**config.mk**
```make
export PLATFORM = sky130hd
export DESIGN_NAME = vin_cfa_sequencer
export DESIGN_NICKNAME = d
export VERILOG_FILES = /design/src/rtl/vin_cfa_sequencer.sv
export SDC_FILE = /design/constraint.sdc
export NUM_CORES = 1
export LEC_CHECK = 0
export CAP_MARGIN = 30
export CORE_MARGIN = 3
export CORE_UTILIZATION = 59
export CTS_CLUSTER_SIZE = 12
export DETAILED_ROUTE_END_ITERATION = 10
export GPL_TIMING_DRIVEN = 1
export PLACE_DENSITY = 0.85
export SYNTH_ARGS = -nofsm -noshare
export SYNTH_HDL_FRONTEND = slang
export SYNTH_SLANG_ARGS = --single-unit
```
**constraint.sdc**
```tcl
create_clock -name clk -period 8.9 [get_ports clk]
set_clock_uncertainty 0.1 [all_clocks]
set_input_delay 2.67 -clock clk [delete_from_list [all_inputs] [get_ports clk]]
set_output_delay 2.67 -clock clk [all_outputs]
set_load 0.1 [all_outputs]
```
**src/rtl/vin_cfa_sequencer.sv**
```systemverilog
// Pixel-phase sequencer for the video-input colour path: tracks line/beat
// position from the sync/valid stream and drives per-beat colour-select codes.
module vin_cfa_sequencer #(
  parameter int CNT_W = 12
) (
  input  logic             clk,
  input  logic             rstn,
  input  logic [1:0]       cfg_mode,
  input  logic [1:0]       cfg_x_offset,
  input  logic [1:0]       cfg_y_offset,
  input  logic             in_vsync,
  input  logic             in_hsync,
  input  logic             in_valid,
  output logic [1:0]       out_sel_even,
  output logic [1:0]       out_sel_odd,
  output logic             out_frame_start,
  output logic [CNT_W-1:0] out_lines,
  output logic [CNT_W-1:0] out_beats,
  output logic             out_err
);

  localparam logic [CNT_W-1:0] CNT_MAX = {CNT_W{1'b1}};

  // Phase values stay in 0..2, so one compare-and-subtract suffices.
  function automatic logic [1:0] mod3_add(input logic [1:0] a, input logic [1:0] b);
    logic [2:0] s;
    s = {1'b0, a} + {1'b0, b};
    if (s >= 3'd3) begin
      s = s - 3'd3;
    end else begin
      s = s;
    end
    return s[1:0];
  endfunction

  function automatic logic [CNT_W-1:0] sat_inc(input logic [CNT_W-1:0] c);
    return (c == CNT_MAX) ? c : c + {{(CNT_W-1){1'b0}}, 1'b1};
  endfunction

  logic             hs_last_r;
  logic             des_r, des_nxt_s;
  logic [1:0]       y_inc_r, y_inc_nxt_s;
  logic [1:0]       line_phase_r, line_phase_nxt_s;
  logic [1:0]       pix_phase_r, pix_phase_nxt_s;
  logic [CNT_W-1:0] line_cnt_r, line_cnt_nxt_s;
  logic [CNT_W-1:0] beat_cnt_r, beat_cnt_nxt_s;
  logic             had_data_r, had_data_nxt_s;
  logic [CNT_W-1:0] lines_nxt_s, beats_nxt_s;
  logic [1:0]       sel_even_nxt_s, sel_odd_nxt_s;
  logic             line_edge_s, frame_start_s, beat_s;

  assign line_edge_s   = in_hsync & ~hs_last_r;
  assign frame_start_s = line_edge_s & in_vsync;
  assign beat_s        = in_valid & ~line_edge_s;

  // Next-state for shadows, phases, counters and statistics.
  always_comb begin
    des_nxt_s        = des_r;
    y_inc_nxt_s      = y_inc_r;
    line_phase_nxt_s = line_phase_r;
    pix_phase_nxt_s  = pix_phase_r;
    line_cnt_nxt_s   = line_cnt_r;
    beat_cnt_nxt_s   = beat_cnt_r;
    had_data_nxt_s   = had_data_r;
    lines_nxt_s      = out_lines;
    beats_nxt_s      = out_beats;
    if (frame_start_s) begin
      des_nxt_s        = (cfg_mode == 2'd1);
      y_inc_nxt_s      = (cfg_y_offset == 2'd3) ? 2'd1 : cfg_y_offset;
      line_phase_nxt_s = (cfg_x_offset == 2'd3) ? 2'd0 : cfg_x_offset;
      pix_phase_nxt_s  = (cfg_x_offset == 2'd3) ? 2'd0 : cfg_x_offset;
      lines_nxt_s      = line_cnt_r;
      line_cnt_nxt_s   = {CNT_W{1'b0}};
      beat_cnt_nxt_s   = {CNT_W{1'b0}};
      had_data_nxt_s   = 1'b0;
    end else if (line_edge_s) begin
      // Blanking/porch lines leave phase and line count untouched.
      if (had_data_r) begin
        line_phase_nxt_s = mod3_add(line_phase_r, y_inc_r);
        pix_phase_nxt_s  = mod3_add(line_phase_r, y_inc_r);
        line_cnt_nxt_s   = sat_inc(line_cnt_r);
        beats_nxt_s      = beat_cnt_r;
      end else begin
        line_cnt_nxt_s   = line_cnt_r;
      end
      beat_cnt_nxt_s = {CNT_W{1'b0}};
      had_data_nxt_s = 1'b0;
    end else if (beat_s) begin
      pix_phase_nxt_s = mod3_add(pix_phase_r, 2'd2);
      beat_cnt_nxt_s  = sat_inc(beat_cnt_r);
      had_data_nxt_s  = 1'b1;
    end else begin
      had_data_nxt_s = had_data_r;
    end
  end

  // Select codes are registered from the next phase so they line up with the beat.
  always_comb begin
    sel_even_nxt_s = 2'd3;
    sel_odd_nxt_s  = 2'd3;
    if (des_nxt_s) begin
      sel_even_nxt_s = pix_phase_nxt_s;
      sel_odd_nxt_s  = mod3_add(pix_phase_nxt_s, 2'd1);
    end else begin
      sel_even_nxt_s = 2'd3;
      sel_odd_nxt_s  = 2'd3;
    end
  end

  // State and output registers.
  always_ff @(posedge clk or negedge rstn) begin
    if (!rstn) begin
      hs_last_r       <= 1'b0;
      des_r           <= 1'b0;
      y_inc_r         <= 2'd1;
      line_phase_r    <= 2'd0;
      pix_phase_r     <= 2'd0;
      line_cnt_r      <= {CNT_W{1'b0}};
      beat_cnt_r      <= {CNT_W{1'b0}};
      had_data_r      <= 1'b0;
      out_sel_even    <= 2'd3;
      out_sel_odd     <= 2'd3;
      out_frame_start <= 1'b0;
      out_lines       <= {CNT_W{1'b0}};
      out_beats       <= {CNT_W{1'b0}};
      out_err         <= 1'b0;
    end else begin
      hs_last_r       <= in_hsync;
      des_r           <= des_nxt_s;
      y_inc_r         <= y_inc_nxt_s;
      line_phase_r    <= line_phase_nxt_s;
      pix_phase_r     <= pix_phase_nxt_s;
      line_cnt_r      <= line_cnt_nxt_s;
      beat_cnt_r      <= beat_cnt_nxt_s;
      had_data_r      <= had_data_nxt_s;
      out_sel_even    <= sel_even_nxt_s;
      out_sel_odd     <= sel_odd_nxt_s;
      out_frame_start <= frame_start_s;
      out_lines       <= lines_nxt_s;
      out_beats       <= beats_nxt_s;
      out_err         <= out_err | (line_edge_s & in_valid);
    end
  end

endmodule

```
==> results of run 1 <==
## path summary, 6_finish.rpt
| path | start | endpoint | slack [ns] | depth (start not counted) |
|---|---|---|---|---|
| setup reg to reg | y_inc_r[0] | out_sel_odd[0] | 5.87 | 9 |
| max in group asynchronous | rstn | des_r | 5.80 | 2 |
| hold / removal | out_err | out_err | 0.37 | 1 |
| hold reg to reg | out_err | out_err | 0.37 | 1 |
| setup / recovery | out_sel_odd[1] | out_sel_odd[1] | 4.15 | 1 |
| min in group asynchronous | rstn | out_lines[3] | 2.38 | 2 |
## logic make-up (layout without fill, tap and decap cells)
family | Yosys count | after routing | synth area share
multiplexers | 17 | 17 | 0.0609
buffers and inverters | 23 | 69 | 0.0294
adder cells (fa/ha/maj) | 7 | 7 | 0.0311
flip-flops | 63 | 63 | 0.517
AND/OR/NAND/NOR | 133 | 133 | 0.213
AO/OA/AOI/OAI | 67 | 67 | 0.148
## per-stage QoR
step | cell area (µm²) | power (µW)
final | 3690 | 773
after global routing | 3690 | 809
after CTS | 3690 | 779
after detailed placement | 3520 | 560
after global placement | 3520 | 553
after floorplan | 3060 | 502
## Yosys cell counts, types with 2 or more instances
library cell / n / area, µm²
nand2b_1: 10 / 62.6
a21o_1: 2 / 15.0
nor2_1: 11 / 41.3
mux2_2: 13 / 146
and4_1: 2 / 17.5
nor2b_1: 5 / 31.3
ha_1: 6 / 75.1
a211oi_1: 6 / 45.0
clkbuf_1: 10 / 37.5
nand4_1: 2 / 12.5
a2111oi_0: 3 / 26.3
a21oi_1: 15 / 75.1
nand2_1: 63 / 236
mux2i_1: 4 / 40.0
o311ai_0: 2 / 17.5
buf_2: 2 / 10.0
or3_1: 8 / 50.1
or4_1: 6 / 45.0
o211ai_1: 2 / 15.0
o31ai_1: 6 / 45.0
dfstp_2: 5 / 131
nor4_1: 2 / 12.5
o21ai_0: 13 / 65.1
nor3_1: 5 / 25.0
dfrtp_1: 58 / 1450
inv_1: 9 / 33.8
and3_1: 3 / 18.8
a31oi_1: 3 / 18.8
nand3_1: 11 / 55.1
## state kept, by name, summed over array words and instances, names as in the netlist, 2 cells and up
signal,flops
beat_cnt_r,12
pix_phase_r,2
line_cnt_r,12
out_beats,12
y_inc_r,2
out_sel_odd,2
line_phase_r,2
out_lines,12
out_sel_even,2
## per-layer routing
layer	up-vias	wire, µm	GRT usage	part of all wire
met5	-	0	0	0
met4	0	108	0.0927	0.017
met3	11	287	0.0429	0.045
met2	79	3050	0.366	0.48
met1	1173	2870	0.309	0.46
li1	1199	-	-	-
## final cells by class
class                      instances  area share
sequential                        63       0.429
inverter                           9     0.00916
tap                               67      0.0227
multi-input combinational        224       0.377
timing repair buffer              44       0.115
clock buffer                      15      0.0451
clock inverter                     1     0.00136
## power groups by stage
stage | Clock, µW | Combinational [µW] | Sequential (µW)
2_1_floorplan | 0 | 74.8 | 427
4_1_cts | 223 | 217 | 339
3_5_place_dp | 0 | 216 | 344
6_report | 218 | 216 | 339
3_3_place_gp | 0 | 209 | 343
5_1_grt | 233 | 233 | 343
==> metrics.txt, run 1 <==
Final Cycle Share=0.534; die area=0.00608 mm²; Setup Fix Bufs, Post-CTS=0; final worst slack=4.15 ns; hold slack=0.369 ns; P_leak=around 0.0016 µW; fill count=~360; sw power=between 200 and 300 µW; FF/Latch Area=0.00158 mm²; first-pass GRT wire length=11.1 mm; IO Port Bufs=40; Multi-input gate area=0.00139 mm²; H-tree Lvls=3; total core area=a little under 0.005 mm²; Worst Tran Pin Value=0.982 ns; Final setup viols=0; TNS Setup=0 ns; drt drc=0; worst path cell trace=clkdlybuf4s50_1; vias in the first global route=between 2000 and 2500; Primary FF master, synth=dfrtp_1; WS Path Type=reg2out; die height=78.0 µm; largest net degree at the start of global routing=64; Clock Sinks=63; RSZ-0062 raised after global routing=false; Post-Route WL=roughly 6.3 mm; gr usage total=0.229; Final Critical Period=roughly 4.8 ns; Vias=~2500; critical path buffer and inverter count=1; number of synthesized register bits=63; WL/cell=14.9 µm; sequential share of the synthesized area=0.517; hold_buf cts=0; CTS resizes=0; Max Buffers Root-to-Sink=2; Rel. slew slack=0.343; Slew Viols, Final=0; Die W=78.0 µm; Num CTS Buffers=9; Comb pwr share=0.280; area of the mapped netlist=0.00306 mm²; Hold WC Path Type=reg2reg; WP data required=6.13 ns; antenna violations before repair=0; Synthesized Nets=328; Int Pwr=between 400 and 500 µW; achievable frequency=0.210 GHz; Post-synth EDFFs=0; CP Max Fanout=1; outcome=finished, final reports clean; Worst path max stage delay=1.12 ns; commonest non-fill, non-tap cell in the layout=nand2_1; placed cell count=407; Final #Nets=369; Post-Route Utilization=0.756; Initial Util=0.627; gr ovfl total=0; final hold vios=0; diodes inserted=0; syn_area_per_cell=9.87 µm²; Place WS=3.86 ns; Crit path max-delay family=buffers and inverters; Crit. End Element=output pin; clk_lat worst skew=around 0.33 ns; row count=25; post-route ant nets=0; Distinct cells, synth=52; clock-pin slew on the worst setup and hold paths=0.06 ns; fraction of registers with async set/reset=1.00; I/O Pins=41; Seq pwr share=0.439; Final GP Congestion=0.883; Area Overhead vs Synth=20.6%; initial drt markers=about 190; Clock power frac=0.282; most frequent cells in the layout=nand2_1 (63), dfrtp_1 (58), clkdlybuf4s50_1 (39), a21oi_1 (15); Synthesis Warnings=0; layout cell share with drive strength beyond 1=0.112; max-cap violation count=0; Avg Vias per Cell=5.82; Clock Tree Root=clkbuf_8; Final Non-Filler Cells=423; Detail Placement HPWL=4.29 mm; CTS tree=built; Pwr Density=209 mW/mm²; Mapped Cells=between 300 and 400; crit path max-delay cell type=clkdlybuf4s50_1; Crit path arrival time=around 2.0 ns; Switching Share=0.355; Critical Path Start Type=flip-flop; worst vdd ir=0.000175 V; First-pass DRT Iterations=4
(Power assumes the default switching activity.)
==> run 2, diff against run 1 <==
Settings changed: CORE_UTILIZATION 59 to 55, PLACE_DENSITY 0.85 to 0.8.
Clock period 8.9 ns to 4.83 ns, I/O delays scaled along.
==> run 2 against run 1 <==
Compared with the run above:
- sequential power is 85% higher
- worst setup slack got worse by 2.9 ns
- cell count increased by 1.2%
- via count increased by 1.9%
- largest cell class unchanged
- clock-buffer cell count down 4
- wire length rose by 3.3%
- critical path type unchanged
- die area is 6.7% higher
- core utilization shrank 5.1 points
==> metrics.txt, run 2 (same netlist as run 1, synthesis figures left out) <==
worst path cell trace=clkdlybuf4s50_1; P_leak=0.00164 µW; vias in the first global route=between 2000 and 2500; reg-to-reg setup timing slack=1.82 ns; crit path max-delay cell type=clkdlybuf4s50_1; Crit path arrival time=1.98 ns; row count=26; Slew Viols, Final=0; WP data required=3.28 ns; Max Buffers Root-to-Sink=2; clock-pin slew on the worst setup and hold paths=~0.07 ns; min-delay src=y_inc_r[0]; Crit path max-delay family=buffers and inverters; max-cap violation count=0; Num CTS Buffers=9; Avg Vias per Cell=5.86; total core area=about 0.0052 mm²; Final #Nets=371; RR Endpoint=out_sel_odd[0]; Crit. End Element=output pin; Final Critical Period=3.53 ns; Detail Placement HPWL=4.53 mm; gr usage total=0.224; Clock Sinks=63; Seq pwr share=0.448; Final GP Congestion=0.919; diodes inserted=0; Final Cycle Share=0.731; initial drt markers=210; hold_buf cts=0; post-route ant nets=0; clk_lat worst skew=0.33 ns; CTS resizes=0; TNS Setup=0 ns; Clock Tree Root=clkbuf_8; Clock power frac=0.267; drt drc=0; CP startpoint=out_sel_odd[1]; Initial Util=0.584; WL/cell=15.2 µm; CTS tree=built; layout cell share with drive strength beyond 1=0.123; Area Overhead vs Synth=20.7%; WS Path Type=reg2out; Rel. slew slack=0.349; worst vdd ir=0.000289 V; antenna violations before repair=0; Final setup viols=0; sw power=511 µW; Comb pwr share=0.285; Pwr Density=378 mW/mm²; Worst path max stage delay=approximately 1.1 ns; critical path buffer and inverter count=1; hold path depth=2; Worst Tran Pin Value=0.974 ns; CP Max Fanout=1; die area=around 0.0065 mm²; Post-Route WL=~6.5 mm; IO Port Bufs=40; Critical Path Start Type=flip-flop; worst r2r src=y_inc_r[0]; Setup Fix Bufs, Post-CTS=0; final hold vios=0; I/O Pins=between 40 and 50; First-pass DRT Iterations=4; outcome=finished, final reports clean; Int Pwr=886 µW; most frequent cells in the layout=nand2_1 (63), dfrtp_1 (58), clkdlybuf4s50_1 (39), a21oi_1 (15); Hold WC Path Type=reg2reg; first-pass GRT wire length=11.1 mm; die height=80.6 µm; gr ovfl total=0; RSZ-0062 raised after global routing=false; commonest non-fill, non-tap cell in the layout=nand2_1; H-tree Lvls=3; largest net degree at the start of global routing=36; achievable frequency=between 0.2 and 0.3 GHz; Vias=between 2000 and 3000; cells on worst reg2reg path=9; Die W=80.6 µm; worst hold path endpoint=y_inc_r[0]; hold slack=0.370 ns; Switching Share=0.366
==> run 2: changes by cell type in the layout (fill, tap and decap cells not counted), sizes merged <==
cell / before / now
clkbuf: 15 / 11
clkinv: 1 / 5
buf: 5 / 7
==> run 2: power by group through the flow <==
stage / Combinational [µW] / Clock (µW) / Sequential, µW
6_report: 398 / 373 / 626
5_1_grt: 431 / 406 / 633
4_1_cts: 400 / 382 / 626
3_5_place_dp: 397 / 0 / 635
3_3_place_gp: 390 / 0 / 633
2_1_floorplan: 138 / 0 / 787
==> run 2: worst max path at each step <==
| stage | to | slack [ns] | cells past startpoint |
|---|---|---|---|
| global route | out_sel_odd[0] | 1.27 | 1 |
| global placement | beat_cnt_r[8] | 1.21 | 6 |
| finish | out_sel_odd[1] | 1.30 | 1 |
| floorplan | out_sel_odd[0] | 1.98 | 5 |
| CTS | out_sel_odd[1] | 1.28 | 1 |
| detailed placement | beat_cnt_r[0] | 1.14 | 6 |
==> run 2: per-stage QoR <==
step | std cells | utilization | instance area, µm² | setup slack [ns] | power (µW)
detailed placement | 412 | 0.675 | 3540 | 1.14 | 1030
global placement | 412 | 0.675 | 3540 | 1.21 | 1020
floorplan | 310 | - | 3060 | 1.98 | 924
global route | 428 | 0.705 | 3690 | 1.27 | 1470
finish | 428 | 0.705 | 3690 | 1.30 | 1400
CTS | 428 | 0.705 | 3690 | 1.28 | 1410
==> run 2: cell type report <==
class / instances / area [µm²]
flip-flops and latches: 63 / 1580
fillers: 416 / 1540
multi-input cells: 224 / 1390
repair buffers: 46 / 440
clock buffers: 11 / 131
well taps: 70 / 87.6
inverters: 9 / 33.8
clock inverters: 5 / 25.0
==> run 2: worst min-delay path, stage by stage, from the launching register on <==
cell and delay [ns]:
dfstp_2 0.37, nand2_1 0.05, nand2_1 0.05
==> run 2: metal layers <==
layer,share of wire,wire [µm],GRT usage
met1,0.46,3000,0.302
met2,0.47,3070,0.347
met3,0.045,295,0.0392
met4,0.024,158,0.113
met5,0,0,0
==> run 3, diff against run 2 <==
Clock period 4.83 ns to 3.3 ns, I/O delays scaled along.
==> run 3 against run 2 <==
Compared with the run above:
- clock power is 87% higher
- sequential power is 46% higher
- register-to-register slack worse by 1.5 ns
- largest cell class unchanged
- power is 57% higher
- combinational power is 46% higher
- critical path type is now reg2reg
- non-clock buffer count is 9 higher
- critical endpoint is now out_sel_odd[0]
==> metrics.txt, run 3 (same netlist as run 1, synthesis figures left out) <==
Final Critical Period=2.96 ns; Area after DPL=0.00354 mm²; worst vdd ir=0.000511 V; TNS Setup=0 ns; Clock Tree Root=clkbuf_8; RSZ-0062 raised after global routing=false; clk_lat worst skew=0.34 ns; WS Path Type=reg2reg; sw power=755 µW; H-tree Lvls=3; CTS resizes=0; Final GP Congestion=0.893; Setup Fix Bufs, Post-CTS=0; First-pass DRT Iterations=4; post-route ant nets=0; Critical Path Start Type=flip-flop; WL/cell=between 15 and 20 µm; achievable frequency=0.338 GHz; Num CTS Buffers=9; Comb pwr share=0.266; Switching Share=0.345; hold_buf cts=0; total power=about 2200 µW; max-cap violation count=0; CP Max Fanout=4; Post-Route WL=6.61 mm; Slew Viols, Final=0; Final Cycle Share=0.897; CTS tree=built; total core area=0.00524 mm²; layout cell share with drive strength beyond 1=0.229; die area=0.00649 mm²; IO Port Bufs=40; Worst Tran Pin Value=0.771 ns; M1 GR Usage=0.303; reg-to-reg setup timing slack=0.34 ns; outcome=finished, final reports clean; gr ovfl total=0; Initial Util=0.584; antenna violations before repair=0; gr usage total=0.228; Global Route met3 Usage=0.0493; Max Buffers Root-to-Sink=2; commonest non-fill, non-tap cell in the layout=nand2_1; Area Overhead vs Synth=22.6%; fill count=394; Vias=2528; most used routing layer=met2; largest net degree at the start of global routing=37; vias in the first global route=2421; Final #Nets=380; clock-pin slew on the worst setup and hold paths=0.07 ns; Int Pwr=1440 µW; design area=0.00375 mm²; final worst slack=0.341 ns; Post-Route Utilization=0.716; Detail Placement HPWL=4.74 mm; Rel. slew slack=0.482; Clock power frac=0.317; Pwr Density=584 mW/mm²; first-pass GRT wire length=about 11 mm; Final setup viols=0; Die W=80.6 µm; Crit path arrival time=3.13 ns; Hold WC Path Type=reg2reg; drt drc=0; final hold vios=0; Seq pwr share=0.417; Clock Sinks=63; I/O Pins=41; P_leak=about 0.0018 µW; most frequent cells in the layout=nand2_1 (63), dfrtp_1 (58), buf_4 (44), a21oi_1 (15); Avg Vias per Cell=5.78; GRT met2 Usage=0.349; Place WS=0.234 ns; initial drt markers=148; diodes inserted=0; die height=~81 µm; row count=26; Crit. End Element=flip-flop; WP data required=3.47 ns
## run 3: cell count changes in the layout (fill, tap and decap cells not counted), sizes merged
| cell | previous run | this run |
|---|---|---|
| buf | 7 | 46 |
| clkdlybuf4s50 | 39 | 9 |
| clkinv | 5 | 2 |
| clkbuf | 11 | 13 |
| bufinv | 0 | 1 |
## run 3: per-layer routing
metal / wire length [µm] / vias up
met1: 3030 / 1229
met2: 3140 / 63
met5: 0 / -
met3: 315 / 10
li1: - / 1226
met4: 125 / 0
## run 3: metrics by stage
| step | hold slack, ns | instances |
|---|---|---|
| 5_1_grt | 0.395 | 437 |
| 6_report | 0.366 | 437 |
| 2_1_floorplan | 0.342 | 310 |
| 4_1_cts | 0.372 | 437 |
| 3_3_place_gp | 0.355 | 421 |
| 3_5_place_dp | 0.361 | 421 |
## run 3: worst max-delay path, stage by stage (launching register included)
cell and delay, ns:
dfstp_2 0.53, ha_1 0.16, fa_1 0.44, ha_1 0.25
or4b_2 0.65, a21oi_1 0.15, a2111oi_0 0.08, nor2_1 0.15
ha_1 0.24, nand2b_1 0.14
## run 3: power groups by stage
| stage | clock network, µW | logic [µW] | registers [µW] |
|---|---|---|---|
| 6_report | 696 | 582 | 913 |
| 5_1_grt | 742 | 629 | 923 |
| 4_1_cts | 707 | 586 | 914 |
| 3_5_place_dp | 0 | 583 | 928 |
| 3_3_place_gp | 0 | 565 | 925 |
| 2_1_floorplan | 0 | 202 | 1150 |
## run 3: worst paths after layout
kind                                        to        from  depth (start not counted)
worst max-delay path            out_sel_odd[0]  y_inc_r[0]                          9
worst min register to register      y_inc_r[0]  y_inc_r[0]                          2
min in group asynchronous         out_lines[6]        rstn                          1
worst min-delay path                y_inc_r[0]  y_inc_r[0]                          2
max in group asynchronous        beat_cnt_r[1]        rstn                          2
worst max register to register  out_sel_odd[0]  y_inc_r[0]                          9
## run 3: area by class of cell
| cell class | instances | area (µm²) | share of cell area |
|---|---|---|---|
| Clock buffer | 13 | 169 | 0.0450 |
| Clock inverter | 3 | 40.0 | 0.0107 |
| Inverter | 9 | 33.8 | 0.00901 |
| Multi-Input combinational cell | 224 | 1390 | 0.371 |
| Sequential cell | 63 | 1580 | 0.422 |
| Tap cell | 70 | 87.6 | 0.0233 |
| Timing Repair Buffer | 55 | 445 | 0.119 |
